File: src/rtl/branch_feedback_unit.sv
// Branch feedback unit: in-order queue of decode predictions matched to
// execute resolutions, driving predictor feedback, redirects and stats.
module branch_feedback_unit #(
    parameter int ADDR_W = 32,
    parameter int DEPTH  = 4,
    parameter int CNT_W  = 32
) (
    input  logic                       clk,
    input  logic                       rst_n,
    input  logic                       i_req_valid,
    input  logic [ADDR_W-1:0]          i_req_pc,
    input  logic [ADDR_W-1:0]          i_req_target,
    input  logic                       i_req_prediction,
    input  logic                       i_res_valid,
    input  logic                       i_res_outcome,
    input  logic                       i_flush,
    output logic                       o_full,
    output logic [$clog2(DEPTH+1)-1:0] o_count,
    output logic                       o_fb_valid,
    output logic [ADDR_W-1:0]          o_fb_pc,
    output logic                       o_fb_prediction,
    output logic                       o_fb_outcome,
    output logic                       o_redirect_valid,
    output logic [ADDR_W-1:0]          o_redirect_target,
    output logic [CNT_W-1:0]           o_pred_count,
    output logic [CNT_W-1:0]           o_miss_count,
    output logic                       o_err
);

    localparam int PW = $clog2(DEPTH);
    localparam int CW = $clog2(DEPTH+1);

    localparam logic [PW-1:0]     P_ONE   = PW'(1);
    localparam logic [CW-1:0]     C_ONE   = CW'(1);
    localparam logic [CW-1:0]     C_FULL  = CW'(DEPTH);
    localparam logic [CNT_W-1:0]  N_ONE   = CNT_W'(1);
    localparam logic [ADDR_W-1:0] PC_STEP = ADDR_W'(8);

    logic [ADDR_W-1:0] q_pc  [DEPTH];
    logic [ADDR_W-1:0] q_tgt [DEPTH];
    logic [DEPTH-1:0]  q_pred;

    logic [PW-1:0] rd_ptr;
    logic [PW-1:0] wr_ptr;
    logic [CW-1:0] cnt;

    logic pop;
    logic push;
    logic mispred;
    logic squash;
    logic err_set;

    assign o_full  = (cnt == C_FULL);
    assign o_count = cnt;

    always_comb begin
        pop     = 1'b0;
        mispred = 1'b0;
        squash  = 1'b0;
        push    = 1'b0;
        err_set = 1'b0;

        pop     = i_res_valid && (cnt != '0);
        mispred = pop && (q_pred[rd_ptr] != i_res_outcome);
        // Younger entries sit on the wrong path after a miss or a flush.
        squash  = mispred || i_flush;
        push    = i_req_valid && (!o_full || pop) && !squash;

        if (i_res_valid && (cnt == '0))
            err_set = 1'b1;
        if (i_req_valid && o_full && !pop && !squash)
            err_set = 1'b1;
    end

    always_ff @(posedge clk) begin
        if (push) begin
            q_pc[wr_ptr]   <= i_req_pc;
            q_tgt[wr_ptr]  <= i_req_target;
            q_pred[wr_ptr] <= i_req_prediction;
        end
    end

    always_ff @(posedge clk) begin
        if (!rst_n) begin
            rd_ptr <= '0;
            wr_ptr <= '0;
            cnt    <= '0;
        end else if (squash) begin
            rd_ptr <= '0;
            wr_ptr <= '0;
            cnt    <= '0;
        end else begin
            if (pop)
                rd_ptr <= rd_ptr + P_ONE;
            if (push)
                wr_ptr <= wr_ptr + P_ONE;
            unique case ({push, pop})
                2'b10:   cnt <= cnt + C_ONE;
                2'b01:   cnt <= cnt - C_ONE;
                default: cnt <= cnt;
            endcase
        end
    end

    always_ff @(posedge clk) begin
        if (!rst_n) begin
            o_fb_valid        <= 1'b0;
            o_fb_pc           <= '0;
            o_fb_prediction   <= 1'b0;
            o_fb_outcome      <= 1'b0;
            o_redirect_valid  <= 1'b0;
            o_redirect_target <= '0;
            o_pred_count      <= '0;
            o_miss_count      <= '0;
            o_err             <= 1'b0;
        end else begin
            o_fb_valid       <= pop;
            o_redirect_valid <= mispred;
            if (pop) begin
                o_fb_pc         <= q_pc[rd_ptr];
                o_fb_prediction <= q_pred[rd_ptr];
                o_fb_outcome    <= i_res_outcome;
                if (o_pred_count != '1)
                    o_pred_count <= o_pred_count + N_ONE;
            end
            if (mispred) begin
                o_redirect_target <= i_res_outcome ? q_tgt[rd_ptr]
                                                   : q_pc[rd_ptr] + PC_STEP;
                if (o_miss_count != '1)
                    o_miss_count <= o_miss_count + N_ONE;
            end
            if (err_set)
                o_err <= 1'b1;
        end
    end

endmodule

File: config.mk
export PLATFORM = sky130hd
export DESIGN_NAME = branch_feedback_unit
export DESIGN_NICKNAME = d
export VERILOG_FILES = /design/src/rtl/branch_feedback_unit.sv
export SDC_FILE = /design/constraint.sdc
export NUM_CORES = 1
export LEC_CHECK = 0
export CAP_MARGIN = 20
export CORE_UTILIZATION = 25
export DETAILED_ROUTE_END_ITERATION = 10
export GPL_ROUTABILITY_DRIVEN = 0
export PLACE_DENSITY = 0.41
export SLEW_MARGIN = 20
export SYNTH_ARGS = -nofsm -noshare
export SYNTH_HDL_FRONTEND = slang
export SYNTH_SLANG_ARGS = --single-unit
File: constraint.sdc
create_clock -name clk -period 4.9 [get_ports clk]
set_clock_uncertainty 0.2 [all_clocks]
set_input_delay 1.225 -clock clk [delete_from_list [all_inputs] [get_ports clk]]
set_output_delay 1.225 -clock clk [all_outputs]
set_load 0.1 [all_outputs]
# After elaboration in Yosys (flattened, before gate mapping)

Memories as Yosys holds them, arrays and structs flattened. A register that Yosys moved wholly into a read port is not among the register bits.
Cells that the tools add are included.

Flip-flop bits (word level): 144
Memory bits (writable): 256
Bits of input ports: 71
Output and inout port bits: 137
Logic and storage cells: 67
Memories: 2

Memory list:

| name  | depth | width | read ports | clocked after Yosys merged registers in | write ports | RTL line | source |
|---|---|---|---|---|---|---|---|
| q_pc  | 4     | 32    | 1          | 1                                       | 1           | 39       | `logic [ADDR_W-1:0] q_pc [DEPTH];` |
| q_tgt | 4     | 32    | 1          | 1                                       | 1           | 40       | `logic [ADDR_W-1:0] q_tgt [DEPTH];` |

Add/sub/neg operators: 7
$lt $le $gt $ge: 3
Equality and inequality tests: 6
Muxes and demuxes: 15
Bitwise gates (word level): 1
Reductions and logical operators: 20

Operator list:

| cell                                                                  | count |
|---|---|
| 32-bit by 1-bit adder with 32-bit output, second input constant       | 2 |
| 32-bit != test, second input constant                                 | 2 |
| 32-bit by 4-bit adder with 32-bit output, second input constant       | 1 |
| 32-bit 2-to-1 mux                                                     | 1 |
| 1-bit logical AND                                                     | 9 |
| 2-bit 2-to-1 mux                                                      | 4 |
| 2-bit by 3-bit < comparator with 1-bit output, second input constant  | 2 |
| 1-bit 2-to-1 mux                                                      | 6 |
| 3-bit one-hot mux with 2 select lines                                 | 1 |
| 2-bit by 1-bit adder with 2-bit output, second input constant         | 2 |
| 4-bit bitwise mux                                                     | 1 |
| 2-bit AND reduction                                                   | 2 |
| 3-bit by 1-bit adder with 3-bit output, second input constant         | 1 |
| 3-bit == test, second input constant                                  | 1 |
| 1-bit logical NOT                                                     | 3 |
| 3-bit logical NOT                                                     | 1 |
| 3-bit nonzero test                                                    | 1 |
| 3-bit by 1-bit subtractor with 3-bit output, second input constant    | 1 |
| 1-bit binary-select mux with 2-bit select                             | 1 |
| 1-bit demux with 2-bit select                                         | 1 |
| 2-bit by 1-bit == test with 1-bit output, second input constant       | 1 |
| 2-bit == test, second input constant                                  | 1 |
| 2-bit by 1-bit >= comparator with 1-bit output, second input constant | 1 |
| 1-bit logical OR                                                      | 2 |
| other kinds (4)                                                       | 4 |

# Logic depth before layout (Yosys ltp)

Gate-level depths: netlist (run 1).

Depth after elaboration: 9
Depth in mapped cells: 12
Gate-level depth less buffers: 12

# Worst setup path after synthesis (run 1)

Ideal clock, no wire load.

Path type: input port to flip-flop
Start: in i_res_outcome
End: mem q_pc[1][0] (enable)
Setup time: 430 ps
Arrival time: 3764 ps
Required time: 4270 ps
Slack: 506 ps
Stages: 5
Buffers on the path: 1
Cell sequence: clkbuf_1 -> xnor2_2 -> nor2_2 -> nor4b_4 -> and2_1

Longest elaborated chain between the ends: 7

Ends and longest elaborated chain:

| item                                   | RTL line | source |
|---|---|---|
| start: declaration                     | 15       | `input logic i_res_outcome,` |
| 1-bit != test                          | 64       | `mispred = pop && (q_pred[rd_ptr] != i_res_outcome);` |
| 1-bit logical AND                      | 64       |  |
| 1-bit logical OR                       | 66       | `squash = mispred \|\| i_flush;` |
| 1-bit logical NOT                      | 67       | `push = i_req_valid && (!o_full \|\| pop) && !squash;` |
| 1-bit logical AND                      | 67       |  |
| 1-bit 2-to-1 mux                       | 76       | `if (push) begin` |
| 1-bit 2-to-1 mux (not written as such) | 77       | `q_pc[wr_ptr] <= i_req_pc;` |
| end: declaration                       | 39       |  |

No other way between the ends.

# Worst setup path after layout (run 1)

Start: reg cnt[0], in the netlist o_count[0]
End: out o_full

Longest elaborated chain between the ends: 1

Ends and longest elaborated chain:

| item                     | RTL line | source |
|---|---|---|
| start: declaration       | 45       | `logic [CW-1:0] cnt;` |
| start signal: assignment | 98       | `2'b10: cnt <= cnt + C_ONE;` |
| start signal: assignment | 99       | `2'b01: cnt <= cnt - C_ONE;` |
| start signal: assignment | 100      | `default: cnt <= cnt;` |
| 3-bit == test            | 53       | `assign o_full = (cnt == C_FULL);` |
| end: declaration         | 17       | `output logic o_full,` |

No other way between the ends.

==> run_summary.xml, run 1 <==
<?xml version="1.0" encoding="UTF-8"?>
<metrics>
  <group name="run_status">
    <metric name="outcome" unit="">complete, no violations</metric>
  </group>
  <group name="worst_setup_path">
    <metric name="required" unit="ps">3470</metric>
    <metric name="r2r_cells" unit="">6</metric>
    <metric name="data_arrival_critical_path" unit="ps">2410</metric>
    <metric name="timing.critical_path.to_type" unit="">output pin</metric>
    <metric name="path_max_fanout" unit="">5</metric>
    <metric name="path_class" unit="">reg2out</metric>
    <metric name="timing.critical_path.from_type" unit="">register</metric>
  </group>
  <group name="clocking">
    <metric name="clockRootBuffer" unit="">sky130_fd_sc_hd__clkbuf_16</metric>
    <metric name="cts_made_buffers" unit="">46</metric>
    <metric name="clock_path_buffers" unit="">3</metric>
    <metric name="htree_levels" unit="">2</metric>
    <metric name="cts_tree" unit="">yes</metric>
    <metric name="cts_repair_resize_count" unit="">0</metric>
    <metric name="hold_buffers" unit="">0</metric>
    <metric name="cts.sinks" unit="">402</metric>
    <metric name="clock_transition_at_the_register_clock_pins_on_the_worst_setup_and_hold_paths_after_cts" unit="ps">60</metric>
    <metric name="cts_post_setup_buffers_inserted" unit="">0</metric>
    <metric name="worstSkewPairLatency" unit="ps">580</metric>
  </group>
  <group name="routing">
    <metric name="route.vias.total" unit="">10100</metric>
    <metric name="totalWireLength" unit="um">46600</metric>
    <metric name="routed_length_per_placed_instance" unit="um">20.6</metric>
    <metric name="routed_via_density" unit="">4.50</metric>
    <metric name="drc" unit="">0</metric>
    <metric name="number_of_drc_markers_in_iteration_0" unit="">528</metric>
    <metric name="firstDrtPassIters" unit="">4</metric>
    <metric name="route.antenna.remaining_nets" unit="">0</metric>
  </group>
  <group name="synth">
    <metric name="postSynthAreaPerCell" unit="um2">14.0</metric>
    <metric name="synth_sequential_area_ratio" unit="%">65.8</metric>
    <metric name="synth_fp_nets" unit="">1238</metric>
    <metric name="synthesized_netlist_cell_count" unit="">1158</metric>
    <metric name="synthArstFlopShare" unit="%">0</metric>
    <metric name="yosysUniqueCellTypes" unit="">60</metric>
    <metric name="count_of_flip_flops_with_a_built_in_enable_after_synthesis" unit="">260</metric>
    <metric name="ys.warnings.count" unit="">0</metric>
    <metric name="postSynthRegisterBits" unit="">402</metric>
    <metric name="netlist_area" unit="um2">16200</metric>
    <metric name="synth_flop_type" unit="">sky130_fd_sc_hd__edfxtp_1</metric>
  </group>
  <group name="timing">
    <metric name="finalSetupViolations" unit="">0</metric>
    <metric name="worst_hold_slack" unit="ps">252</metric>
    <metric name="final.period_utilization" unit="%">78.2</metric>
    <metric name="top_achievable_clock_speed" unit="GHz">0.261</metric>
    <metric name="final_hold_vio_count" unit="">0</metric>
    <metric name="finalWorstPathRequiredPeriod" unit="ps">3830</metric>
    <metric name="worst_slew_margin_rel" unit="%">22.5</metric>
    <metric name="worst-slew-pin-transition" unit="ps">1160</metric>
    <metric name="fin_setup_tns" unit="ps">0</metric>
    <metric name="grt_setup_unrepaired" unit="">no</metric>
    <metric name="final_number_of_max_transition_violations" unit="">0</metric>
  </group>
  <group name="final_layout">
    <metric name="n_antenna_cell" unit="">0</metric>
    <metric name="drive_above_1_share" unit="%">11.8</metric>
    <metric name="layout_overhead_on_the_synthesized_area" unit="%">27.8</metric>
    <metric name="filler_cell_count" unit="">6315</metric>
    <metric name="design.final.nets" unit="">1452</metric>
    <metric name="seqCellArea" unit="um2">10700</metric>
    <metric name="multi_input_area" unit="um2">5230</metric>
  </group>
  <group name="global_route">
    <metric name="grt_util_all_layers" unit="%">14.1</metric>
    <metric name="global_route.overflow_total" unit="">0</metric>
    <metric name="global_route_wire_length_before_repair" unit="um">68900</metric>
    <metric name="grt_start_max_net_pins" unit="">66</metric>
    <metric name="initial_antenna_violation_count" unit="">2</metric>
    <metric name="number_of_global_route_vias_before_repair" unit="">10200</metric>
  </group>
  <group name="floorplan">
    <metric name="die_area" unit="um2">65800</metric>
    <metric name="dieWidth" unit="um">256</metric>
    <metric name="io-pin-count" unit="">208</metric>
    <metric name="floorplan.die.height" unit="um">256</metric>
    <metric name="effective_utilization_at_floorplan" unit="%">25.5</metric>
    <metric name="row_count" unit="">92</metric>
    <metric name="floorplan.core_area" unit="um2">63500</metric>
  </group>
  <group name="hold_path">
    <metric name="worstHoldPathType" unit="">reg2reg</metric>
    <metric name="min_delay_path_depth" unit="">2</metric>
  </group>
  <group name="place">
    <metric name="buffer_ports.inserted" unit="">207</metric>
    <metric name="detailedPlacementHpwl" unit="um">31600</metric>
  </group>
  <group name="run">
    <metric name="maxCapViolations" unit="">0</metric>
  </group>
  <group name="pwr">
    <metric name="power.ir.vdd_worst" unit="mV">0.222</metric>
    <metric name="pwr_density_cell" unit="nW/um2">357</metric>
    <metric name="p_leak" unit="uW">0.00652</metric>
  </group>
</metrics>
[state kept, by name (all words and copies together), names as in the netlist, named ones only]
signal / count
o_count: 3
o_err: 1
o_fb_outcome: 1
o_fb_pc: 32
o_fb_prediction: 1
o_fb_valid: 1
o_miss_count: 32
o_pred_count: 32
o_redirect_target: 32
o_redirect_valid: 1
q_pc: 128
q_pred: 4
q_tgt: 128
rd_ptr: 2
wr_ptr: 2
[final cells by class]
type / count / share of cell area, %
inverter: 15 / 0.284
clock inverter: 27 / 0.956
tap: 846 / 5.12
sequential: 402 / 51.5
multi-input combinational: 683 / 25.3
timing repair buffer: 224 / 10.9
clock buffer: 59 / 5.95
[worst paths after layout]
| kind | from | endpoint | slack [ps] |
|---|---|---|---|
| max reg2reg | rd_ptr[0]$_SDFFE_PP0P_ | q_pc[3][23]$_DFFE_PP_ | 1560 |
| min | o_fb_pc[27]$_SDFFE_PN0P_ | o_fb_pc[27]$_SDFFE_PN0P_ | 250 |
| min reg2reg | o_fb_pc[27]$_SDFFE_PN0P_ | o_fb_pc[27]$_SDFFE_PN0P_ | 250 |
| max | o_count[0]$_SDFFE_PP0P_ | o_full | 1070 |
[layout by cell type, fill, tap and decap left out, types with 5 or more instances in the layout]
cell,instances
sky130_fd_sc_hd__or3_1,7
sky130_fd_sc_hd__clkbuf_1,11
sky130_fd_sc_hd__mux2i_1,12
sky130_fd_sc_hd__o22ai_1,14
sky130_fd_sc_hd__clkinv_2,15
sky130_fd_sc_hd__buf_4,12
sky130_fd_sc_hd__nand4_1,30
sky130_fd_sc_hd__xor2_1,49
sky130_fd_sc_hd__mux4_1,11
sky130_fd_sc_hd__and4_1,12
sky130_fd_sc_hd__o21ai_0,17
sky130_fd_sc_hd__buf_12,5
sky130_fd_sc_hd__a21oi_1,68
sky130_fd_sc_hd__nor3_1,16
sky130_fd_sc_hd__clkdlybuf4s50_1,206
sky130_fd_sc_hd__nor4_1,9
sky130_fd_sc_hd__dfxtp_1,140
sky130_fd_sc_hd__nor2_1,82
sky130_fd_sc_hd__o211ai_1,9
sky130_fd_sc_hd__edfxtp_1,260
sky130_fd_sc_hd__and3_1,30
sky130_fd_sc_hd__clkbuf_16,47
sky130_fd_sc_hd__xnor2_1,27
sky130_fd_sc_hd__nand3_1,37
sky130_fd_sc_hd__nand2b_1,6
sky130_fd_sc_hd__nand2_1,123
sky130_fd_sc_hd__or4_1,5
sky130_fd_sc_hd__a211oi_1,5
sky130_fd_sc_hd__ha_1,8
sky130_fd_sc_hd__and2_1,5
sky130_fd_sc_hd__clkinv_1,8
sky130_fd_sc_hd__inv_1,13
sky130_fd_sc_hd__mux4_2,53
[metrics by stage]
step	utilization (%)	std cells	setup WS [ps]	instance area [um2]	total power, uW
6_report	32.6	2256	1070	20700	7390
5_1_grt	32.6	2256	896	20700	7670
4_1_cts	32.6	2256	1010	20700	7520
3_5_place_dp	30.3	2170	933	19300	4190
3_3_place_gp	30.3	2170	936	19300	4180
2_1_floorplan	-	1158	506	16200	3990
[Yosys cell counts, types with 2 or more instances]
| cell | number | area share [%] |
|---|---|---|
| sky130_fd_sc_hd__nand2_1 | 123 | 2.9 |
| sky130_fd_sc_hd__xor2_1 | 49 | 2.7 |
| sky130_fd_sc_hd__a31oi_1 | 2 | 0.077 |
| sky130_fd_sc_hd__a21oi_1 | 68 | 2.1 |
| sky130_fd_sc_hd__mux4_1 | 11 | 1.8 |
| sky130_fd_sc_hd__o21ai_0 | 17 | 0.53 |
| sky130_fd_sc_hd__buf_6 | 2 | 0.14 |
| sky130_fd_sc_hd__nand4_1 | 30 | 1.2 |
| sky130_fd_sc_hd__nor4b_2 | 2 | 0.19 |
| sky130_fd_sc_hd__nor2_2 | 2 | 0.077 |
| sky130_fd_sc_hd__nand4b_1 | 2 | 0.11 |
| sky130_fd_sc_hd__nand3_1 | 37 | 1.1 |
| sky130_fd_sc_hd__xnor2_1 | 27 | 1.5 |
| sky130_fd_sc_hd__o31ai_1 | 4 | 0.19 |
| sky130_fd_sc_hd__mux2i_1 | 12 | 0.74 |
| sky130_fd_sc_hd__o211ai_1 | 9 | 0.42 |
| sky130_fd_sc_hd__clkbuf_1 | 35 | 0.81 |
| sky130_fd_sc_hd__or3_1 | 7 | 0.27 |
| sky130_fd_sc_hd__o21a_1 | 4 | 0.19 |
| sky130_fd_sc_hd__a221oi_1 | 3 | 0.16 |
| sky130_fd_sc_hd__ha_1 | 8 | 0.62 |
| sky130_fd_sc_hd__nand3b_1 | 4 | 0.19 |
| sky130_fd_sc_hd__dfxtp_1 | 142 | 18 |
| sky130_fd_sc_hd__and4_1 | 12 | 0.65 |
| sky130_fd_sc_hd__and2_1 | 9 | 0.35 |
| sky130_fd_sc_hd__nor3_1 | 16 | 0.49 |
| sky130_fd_sc_hd__mux4_2 | 53 | 7.4 |
| sky130_fd_sc_hd__nor4_1 | 9 | 0.35 |
| sky130_fd_sc_hd__nor2_1 | 82 | 1.9 |
| sky130_fd_sc_hd__a211oi_1 | 5 | 0.23 |
| sky130_fd_sc_hd__buf_1 | 3 | 0.070 |
| sky130_fd_sc_hd__o22ai_1 | 14 | 0.54 |
| sky130_fd_sc_hd__inv_1 | 14 | 0.32 |
| sky130_fd_sc_hd__edfxtp_1 | 260 | 48 |
| sky130_fd_sc_hd__nand2b_1 | 6 | 0.23 |
| sky130_fd_sc_hd__or4_1 | 5 | 0.23 |
| sky130_fd_sc_hd__buf_2 | 13 | 0.40 |
| sky130_fd_sc_hd__buf_4 | 4 | 0.19 |
| sky130_fd_sc_hd__nor3_2 | 3 | 0.19 |
| sky130_fd_sc_hd__and3_1 | 30 | 1.2 |
[critical path, cell delays in order (launching register included)]
cell and delay (ps):
sky130_fd_sc_hd__dfxtp_1 400, sky130_fd_sc_hd__nor2_1 160, sky130_fd_sc_hd__nand2_1 90, sky130_fd_sc_hd__inv_1 70
sky130_fd_sc_hd__clkdlybuf4s50_1 1120
[cells by family (layout without fill, tap and decap cells)]
| kind of cell | after synthesis | count (layout) | synth area share (%) |
|---|---|---|---|
| adder cells (fa/ha/maj) | 9 | 9 | 0.742 |
| multiplexers | 77 | 77 | 9.97 |
| XOR/XNOR | 78 | 78 | 4.31 |
| buffers and inverters | 73 | 325 | 2.08 |
| AO/OA/AOI/OAI | 130 | 130 | 4.66 |
| AND/OR/NAND/NOR | 389 | 389 | 12.5 |
| flip-flops | 402 | 402 | 65.8 |
[power breakdown]
group          leakage (uW)  internal (uW)  switching, uW
registers           0.00351           3650           21.7
clock network      0.000713           1880           1400
logic               0.00230            142            288
total               0.00652           5680           1710
[layer usage]
| metal | vias to the layer above | track usage (%) | part of all wire (%) |
|---|---|---|---|
| met1 | 5020 | 19.4 | 46 |
| met3 | 55 | 2.81 | 4.8 |
| met2 | 265 | 22.8 | 47 |
| met5 | - | 0 | 0.028 |
| li1 | 4802 | - | - |
| met4 | 2 | 3.13 | 1.6 |
No activity file was read; power rests on OpenSTA's default activity.
==> run 2, diff against run 1 <==
==> constraint.sdc (replaced) <==
create_clock -name clk -period 3.55 [get_ports clk]
set_clock_uncertainty 0.2 [all_clocks]
set_input_delay 0.8875 -clock clk [delete_from_list [all_inputs] [get_ports clk]]
set_output_delay 0.8875 -clock clk [all_outputs]
set_load 0.1 [all_outputs]
==> run 2 against run 1 <==
  * Utilization shrank 0.13 points
  * Hold slack lost 0.75 ps
  * Sequential cell count is the same
  * Worst setup slack lost 440 ps
  * Clock power grew 41%
  * Power grew 39%
  * Critical path type is now reg2reg
  * Critical endpoint is now q_pc[1][13]$_DFFE_PP_
==> run_summary.xml, run 2 (same netlist as run 1, synthesis figures left out) <==
<?xml version="1.0" encoding="UTF-8"?>
<metrics>
  <group name="timing">
    <metric name="top_achievable_clock_speed" unit="GHz">0.342</metric>
    <metric name="layout_setup_ws" unit="ps">624</metric>
    <metric name="final.period_utilization" unit="%">82.4</metric>
    <metric name="finalWorstPathRequiredPeriod" unit="ps">2930</metric>
    <metric name="fin_setup_tns" unit="ps">0</metric>
    <metric name="worst_slew_margin_rel" unit="%">59.9</metric>
    <metric name="finalSetupViolations" unit="">0</metric>
    <metric name="final_hold_vio_count" unit="">0</metric>
    <metric name="worst-slew-pin-transition" unit="ps">595</metric>
    <metric name="grt_setup_unrepaired" unit="">no</metric>
    <metric name="final_number_of_max_transition_violations" unit="">0</metric>
  </group>
  <group name="worst_setup_path">
    <metric name="path_max_fanout" unit="">12</metric>
    <metric name="timing.critical_path.to_type" unit="">register</metric>
    <metric name="required" unit="ps">3630</metric>
    <metric name="timing.critical_path.from_type" unit="">register</metric>
    <metric name="r2r-start" unit="">rd_ptr[0]$_SDFFE_PP0P_</metric>
    <metric name="r2r_cells" unit="">7</metric>
    <metric name="regToRegEndpoint" unit="">q_pc[1][13]$_DFFE_PP_</metric>
    <metric name="reg2reg_slack" unit="ps">620</metric>
    <metric name="data_arrival_critical_path" unit="ps">3010</metric>
    <metric name="path_class" unit="">reg2reg</metric>
  </group>
  <group name="hold_path">
    <metric name="worstHoldPathType" unit="">reg2reg</metric>
    <metric name="min_delay_path_depth" unit="">2</metric>
    <metric name="hold_sp" unit="">o_err$_SDFFE_PN0P_</metric>
    <metric name="holdPathEnd" unit="">o_err$_SDFFE_PN0P_</metric>
  </group>
  <group name="floorplan">
    <metric name="floorplan.die.height" unit="um">256</metric>
    <metric name="io-pin-count" unit="">208</metric>
    <metric name="die_area" unit="um2">65800</metric>
    <metric name="row_count" unit="">92</metric>
    <metric name="effective_utilization_at_floorplan" unit="%">25.5</metric>
    <metric name="dieWidth" unit="um">256</metric>
    <metric name="floorplan.core_area" unit="um2">63500</metric>
  </group>
  <group name="routing">
    <metric name="routed_length_per_placed_instance" unit="um">20.8</metric>
    <metric name="routed_via_density" unit="">4.54</metric>
    <metric name="route.antenna.remaining_nets" unit="">0</metric>
    <metric name="totalWireLength" unit="um">47300</metric>
    <metric name="route.vias.total" unit="">10300</metric>
    <metric name="firstDrtPassIters" unit="">5</metric>
    <metric name="drc" unit="">0</metric>
    <metric name="number_of_drc_markers_in_iteration_0" unit="">619</metric>
  </group>
  <group name="clocking">
    <metric name="clock_transition_at_the_register_clock_pins_on_the_worst_setup_and_hold_paths_after_cts" unit="ps">60</metric>
    <metric name="cts_repair_resize_count" unit="">0</metric>
    <metric name="htree_levels" unit="">2</metric>
    <metric name="clock_path_buffers" unit="">3</metric>
    <metric name="cts_made_buffers" unit="">46</metric>
    <metric name="hold_buffers" unit="">0</metric>
    <metric name="cts_tree" unit="">yes</metric>
    <metric name="cts_post_setup_buffers_inserted" unit="">0</metric>
    <metric name="clockRootBuffer" unit="">sky130_fd_sc_hd__clkbuf_16</metric>
    <metric name="cts.sinks" unit="">402</metric>
    <metric name="worstSkewPairLatency" unit="ps">580</metric>
  </group>
  <group name="final_layout">
    <metric name="filler_cell_count" unit="">6358</metric>
    <metric name="final_common_cell" unit="">sky130_fd_sc_hd__edfxtp_1</metric>
    <metric name="largest_registers" unit="">q_pc x128, q_tgt x128</metric>
    <metric name="layout.core_utilization" unit="%">32.4</metric>
    <metric name="design.final.nets" unit="">1474</metric>
    <metric name="layout_overhead_on_the_synthesized_area" unit="%">27.3</metric>
    <metric name="drive_above_1_share" unit="%">22.4</metric>
    <metric name="mostFrequentLayoutCells" unit="">260 x sky130_fd_sc_hd__edfxtp_1, 166 x sky130_fd_sc_hd__buf_4, 140 x sky130_fd_sc_hd__dfxtp_1</metric>
  </group>
  <group name="pwr">
    <metric name="p_leak" unit="uW">0.00693</metric>
    <metric name="power.ir.vdd_worst" unit="mV">0.291</metric>
    <metric name="pwr_density_cell" unit="nW/um2">500</metric>
    <metric name="fin_total_pwr" unit="uW">10300</metric>
  </group>
  <group name="global_route">
    <metric name="initial_antenna_violation_count" unit="">2</metric>
    <metric name="global_route_wire_length_before_repair" unit="um">71100</metric>
    <metric name="global_route.overflow_total" unit="">0</metric>
    <metric name="grt_util_all_layers" unit="%">14.4</metric>
    <metric name="number_of_global_route_vias_before_repair" unit="">10500</metric>
    <metric name="grt_start_max_net_pins" unit="">55</metric>
  </group>
  <group name="place">
    <metric name="pre_cts_slack" unit="ps">276</metric>
    <metric name="detailedPlacementHpwl" unit="um">32600</metric>
    <metric name="buffer_ports.inserted" unit="">207</metric>
  </group>
  <group name="run">
    <metric name="maxCapViolations" unit="">0</metric>
  </group>
  <group name="run_status">
    <metric name="outcome" unit="">complete, no violations</metric>
  </group>
</metrics>
## run 2: cell count changes in the layout (fill, tap and decap cells not counted), sizes merged
cell / change
clkinv: -14
diode: +2
clkbuf: +12
inv: +2
clkdlybuf4s50: -137
buf: +159
## run 2: worst max path at each step
| stage | from | end | cells past startpoint |
|---|---|---|---|
| floorplan | o_count[2]$_SDFFE_PP0P_ | o_count[2]$_SDFFE_PP0P_ | 11 |
| global placement | i_res_valid | o_count[2]$_SDFFE_PP0P_ | 12 |
| detailed placement | i_res_valid | o_count[2]$_SDFFE_PP0P_ | 12 |
| CTS | rd_ptr[0]$_SDFFE_PP0P_ | q_tgt[1][5]$_DFFE_PP_ | 7 |
| global route | o_pred_count[3]$_SDFFE_PN0P_ | o_pred_count[16]$_SDFFE_PN0P_ | 6 |
| finish | rd_ptr[0]$_SDFFE_PP0P_ | q_pc[1][13]$_DFFE_PP_ | 7 |
## run 2: power breakdown
group	internal [uW]	switching, uW
clock network	2720	1910
registers	5040	28.4
logic	197	402
total	7960	2340
## run 2: cell type report
cell class | instances | area [um2] | area share, %
tap | 846 | 1060 | 5.14
multi-input combinational | 683 | 5230 | 25.4
inverter | 15 | 58.8 | 0.285
sequential | 402 | 10700 | 51.7
antenna | 2 | 5.00 | 0.0243
timing repair buffer | 246 | 2140 | 10.4
clock buffer | 71 | 1330 | 6.44
clock inverter | 15 | 138 | 0.668
## run 2: layer usage
metal / track usage [%] / vias up / share of wire (%) / wire, um
met3: 2.66 / 57 / 4.6 / 2190
met5: 0 / - / 0 / 0
met2: 22.9 / 263 / 46 / 22000
met4: 3.85 / 0 / 1.8 / 846
li1: - / 4848 / - / -
met1: 20.2 / 5175 / 47 / 22300
## run 2: worst max-delay path: stages, from the launching register on
cell and delay [ps]:
sky130_fd_sc_hd__dfxtp_1 390, sky130_fd_sc_hd__mux4_2 630, sky130_fd_sc_hd__xnor2_2 260, sky130_fd_sc_hd__nor2_4 70, sky130_fd_sc_hd__nor4b_4 290, sky130_fd_sc_hd__buf_4 200, sky130_fd_sc_hd__and2_4 340, sky130_fd_sc_hd__buf_4 240
## run 2: stage by stage
step                std cells  hold WS [ps]  cell area (um2)
finish                   2280           251            20600
global route             2279           287            20600
CTS                      2278           254            20600
global placement         2192           237            19100
floorplan                1158           314            16200
detailed placement       2192           246            19100
==> run 3, diff against run 2 <==
--- a/config.mk
+++ b/config.mk
@@ -9,7 +9,7 @@
 export CORE_UTILIZATION = 25
 export DETAILED_ROUTE_END_ITERATION = 10
 export GPL_ROUTABILITY_DRIVEN = 0
-export PLACE_DENSITY = 0.41
+export PLACE_DENSITY = 0.43
 export SLEW_MARGIN = 20
 export SYNTH_ARGS = -nofsm -noshare
 export SYNTH_HDL_FRONTEND = slang
==> constraint.sdc (replaced) <==
create_clock -name clk -period 2.5 [get_ports clk]
set_clock_uncertainty 0.2 [all_clocks]
set_input_delay 0.625 -clock clk [delete_from_list [all_inputs] [get_ports clk]]
set_output_delay 0.625 -clock clk [all_outputs]
set_load 0.1 [all_outputs]
==> run 3 against run 2 <==
  * The run now ends with negative setup slack left
  * Power rose by 46%
  * Maximum frequency up 6.9%
  * Utilization up 3.2 points
  * Clock-buffer cell count fell by 10
  * Register-to-register slack got worse by 860 ps
  * Cell area is 9.9% higher
  * Largest power group unchanged
==> run_summary.xml, run 3 (same netlist as run 1, synthesis figures left out) <==
<?xml version="1.0" encoding="UTF-8"?>
<metrics>
  <group name="hold_path">
    <metric name="worstHoldPathType" unit="">reg2reg</metric>
    <metric name="min_delay_path_depth" unit="">2</metric>
  </group>
  <group name="global_route">
    <metric name="grtUsageMet3" unit="%">2.41</metric>
    <metric name="initial_antenna_violation_count" unit="">1</metric>
    <metric name="grt_use_met2" unit="%">23.6</metric>
    <metric name="met1_usage" unit="%">20.0</metric>
    <metric name="number_of_global_route_vias_before_repair" unit="">10800</metric>
    <metric name="grt-busiest-layer" unit="">met2</metric>
    <metric name="grt_util_all_layers" unit="%">14.5</metric>
    <metric name="global_route_wire_length_before_repair" unit="um">71400</metric>
    <metric name="global_route.overflow_total" unit="">0</metric>
    <metric name="grt_start_max_net_pins" unit="">64</metric>
  </group>
  <group name="floorplan">
    <metric name="dieWidth" unit="um">256</metric>
    <metric name="row_count" unit="">92</metric>
    <metric name="effective_utilization_at_floorplan" unit="%">25.5</metric>
    <metric name="floorplan.die.height" unit="um">256</metric>
    <metric name="floorplan.core_area" unit="um2">63500</metric>
    <metric name="io-pin-count" unit="">208</metric>
    <metric name="die_area" unit="um2">65800</metric>
  </group>
  <group name="place">
    <metric name="buffer_ports.inserted" unit="">207</metric>
    <metric name="detailedPlacementHpwl" unit="um">34000</metric>
    <metric name="pre_cts_slack" unit="ps">-511</metric>
    <metric name="placement.cell_area" unit="um2">20100</metric>
  </group>
  <group name="routing">
    <metric name="route.antenna.remaining_nets" unit="">0</metric>
    <metric name="drc" unit="">0</metric>
    <metric name="routed_via_density" unit="">4.51</metric>
    <metric name="number_of_drc_markers_in_iteration_0" unit="">718</metric>
    <metric name="routed_length_per_placed_instance" unit="um">20.8</metric>
    <metric name="firstDrtPassIters" unit="">7</metric>
    <metric name="totalWireLength" unit="um">49900</metric>
    <metric name="route.vias.total" unit="">10800</metric>
  </group>
  <group name="final_layout">
    <metric name="stdcell_area" unit="um2">22700</metric>
    <metric name="filler_cell_count" unit="">6216</metric>
    <metric name="drive_above_1_share" unit="%">37.5</metric>
    <metric name="layout_overhead_on_the_synthesized_area" unit="%">39.9</metric>
    <metric name="final_common_cell" unit="">sky130_fd_sc_hd__edfxtp_1</metric>
    <metric name="design.final.nets" unit="">1599</metric>
    <metric name="largest_registers" unit="">q_pc x128, q_tgt x128</metric>
    <metric name="n_antenna_cell" unit="">0</metric>
    <metric name="mostFrequentLayoutCells" unit="">260 x sky130_fd_sc_hd__edfxtp_1, 250 x sky130_fd_sc_hd__buf_4, 115 x sky130_fd_sc_hd__nand2_1</metric>
    <metric name="layout.core_utilization" unit="%">35.7</metric>
  </group>
  <group name="timing">
    <metric name="final_hold_vio_count" unit="">0</metric>
    <metric name="grt_setup_unrepaired" unit="">yes</metric>
    <metric name="layout_setup_ws" unit="ps">-238</metric>
    <metric name="top_achievable_clock_speed" unit="GHz">0.365</metric>
    <metric name="final.period_utilization" unit="%">110</metric>
    <metric name="finalSetupViolations" unit="">267</metric>
    <metric name="worst_slew_margin_rel" unit="%">38.6</metric>
    <metric name="finalWorstPathRequiredPeriod" unit="ps">2740</metric>
    <metric name="final_number_of_max_transition_violations" unit="">0</metric>
    <metric name="worst-slew-pin-transition" unit="ps">914</metric>
  </group>
  <group name="clocking">
    <metric name="cts.sinks" unit="">402</metric>
    <metric name="clock_transition_at_the_register_clock_pins_on_the_worst_setup_and_hold_paths_after_cts" unit="ps">60</metric>
    <metric name="clock_path_buffers" unit="">3</metric>
    <metric name="cts_tree" unit="">yes</metric>
    <metric name="cts_made_buffers" unit="">46</metric>
    <metric name="worstSkewPairLatency" unit="ps">580</metric>
    <metric name="htree_levels" unit="">2</metric>
    <metric name="clockRootBuffer" unit="">sky130_fd_sc_hd__clkbuf_16</metric>
  </group>
  <group name="worst_setup_path">
    <metric name="reg2reg_slack" unit="ps">-240</metric>
    <metric name="worst_setup_path_startpoint" unit="">q_pred[3]$_DFFE_PP_</metric>
    <metric name="timing.critical_path.from_type" unit="">register</metric>
    <metric name="timing.critical_path.to_type" unit="">register</metric>
    <metric name="path_class" unit="">reg2reg</metric>
    <metric name="data_arrival_critical_path" unit="ps">2810</metric>
    <metric name="r2r_cells" unit="">8</metric>
    <metric name="r2r-start" unit="">q_pred[3]$_DFFE_PP_</metric>
    <metric name="path_max_fanout" unit="">13</metric>
    <metric name="setup.worst_path.end" unit="">q_pc[0][12]$_DFFE_PP_</metric>
    <metric name="regToRegEndpoint" unit="">q_pc[0][12]$_DFFE_PP_</metric>
    <metric name="required" unit="ps">2570</metric>
  </group>
  <group name="run_status">
    <metric name="violations" unit="">negative setup slack</metric>
    <metric name="outcome" unit="">finished with violations</metric>
  </group>
  <group name="pwr">
    <metric name="pwr_density_cell" unit="nW/um2">665</metric>
    <metric name="fin_total_pwr" unit="uW">15100</metric>
    <metric name="power.ir.vdd_worst" unit="mV">0.404</metric>
    <metric name="p_leak" unit="uW">0.00787</metric>
  </group>
  <group name="run">
    <metric name="maxCapViolations" unit="">0</metric>
  </group>
</metrics>
-- run 3: cell types whose count changed in the layout (fill, tap and decap cells not counted), sizes merged, moves of 2 or more --
cell,previous run,this run
bufinv,2,5
clkinv,11,13
diode,2,0
inv,17,19
clkinvlp,0,3
buf,177,291
-- run 3: worst min path at each step --
stage	startpoint	endpoint	slack, ps
2_1_floorplan	wr_ptr[1]$_SDFFE_PP0P_	wr_ptr[1]$_SDFFE_PP0P_	310
3_3_place_gp	o_err$_SDFFE_PN0P_	o_err$_SDFFE_PN0P_	240
3_5_place_dp	o_err$_SDFFE_PN0P_	o_err$_SDFFE_PN0P_	240
4_1_cts	o_err$_SDFFE_PN0P_	o_err$_SDFFE_PN0P_	250
5_1_grt	o_fb_pc[30]$_SDFFE_PN0P_	o_fb_pc[30]$_SDFFE_PN0P_	270
6_report	o_err$_SDFFE_PN0P_	o_err$_SDFFE_PN0P_	250
-- run 3: worst max-delay path: stages (launching register included) --
cell	delay (ps)
sky130_fd_sc_hd__edfxtp_1	350
sky130_fd_sc_hd__mux4_2	570
sky130_fd_sc_hd__xnor2_4	200
sky130_fd_sc_hd__nor2_4	60
sky130_fd_sc_hd__nor4b_4	260
sky130_fd_sc_hd__buf_4	160
sky130_fd_sc_hd__buf_6	120
sky130_fd_sc_hd__and2_4	290
sky130_fd_sc_hd__buf_12	190
-- run 3: metrics by stage --
step	instances	TNS [ps]	hold WS, ps
after global placement	2287	-96420	239
after global routing	2403	-78390	274
after CTS	2374	-36520	253
final	2403	-53550	255
after floorplan	1158	-85180	314
after detailed placement	2287	-110940	243
-- run 3: power by group --
group          leakage, uW  switching [uW]  internal, uW
clock             0.000745            2800          4080
sequential         0.00354            40.2          7140
combinational      0.00358             622           381
total              0.00787            3460         11600
-- run 3: cell type report --
cell class / instances / area (um2) / area share [%]
sequential: 402 / 10800 / 47.6
tap: 846 / 1060 / 4.67
timing repair buffer: 371 / 3500 / 15.5
clock buffer: 61 / 1260 / 5.56
multi-input combinational: 683 / 5720 / 25.3
inverter: 15 / 58.8 / 0.260
clock inverter: 25 / 277 / 1.22
-- run 3: per-layer routing --
metal | wire length [um] | up-vias | share of wire [%]
met5 | 10 | - | 0.020
met4 | 743 | 2 | 1.5
met3 | 2030 | 57 | 4.1
met2 | 24000 | 266 | 48
met1 | 23100 | 5424 | 46
li1 | - | 5100 | -
-- run 3: timing repair --
item | CTS | global route
cloned | 0 | 14
buffers inserted | 1 | 18
gates resized for setup | 16 | 98
pin swaps | 5 | 50
endpoints found under the setup margin | 283 | 304
hold buffers | 0 | 0
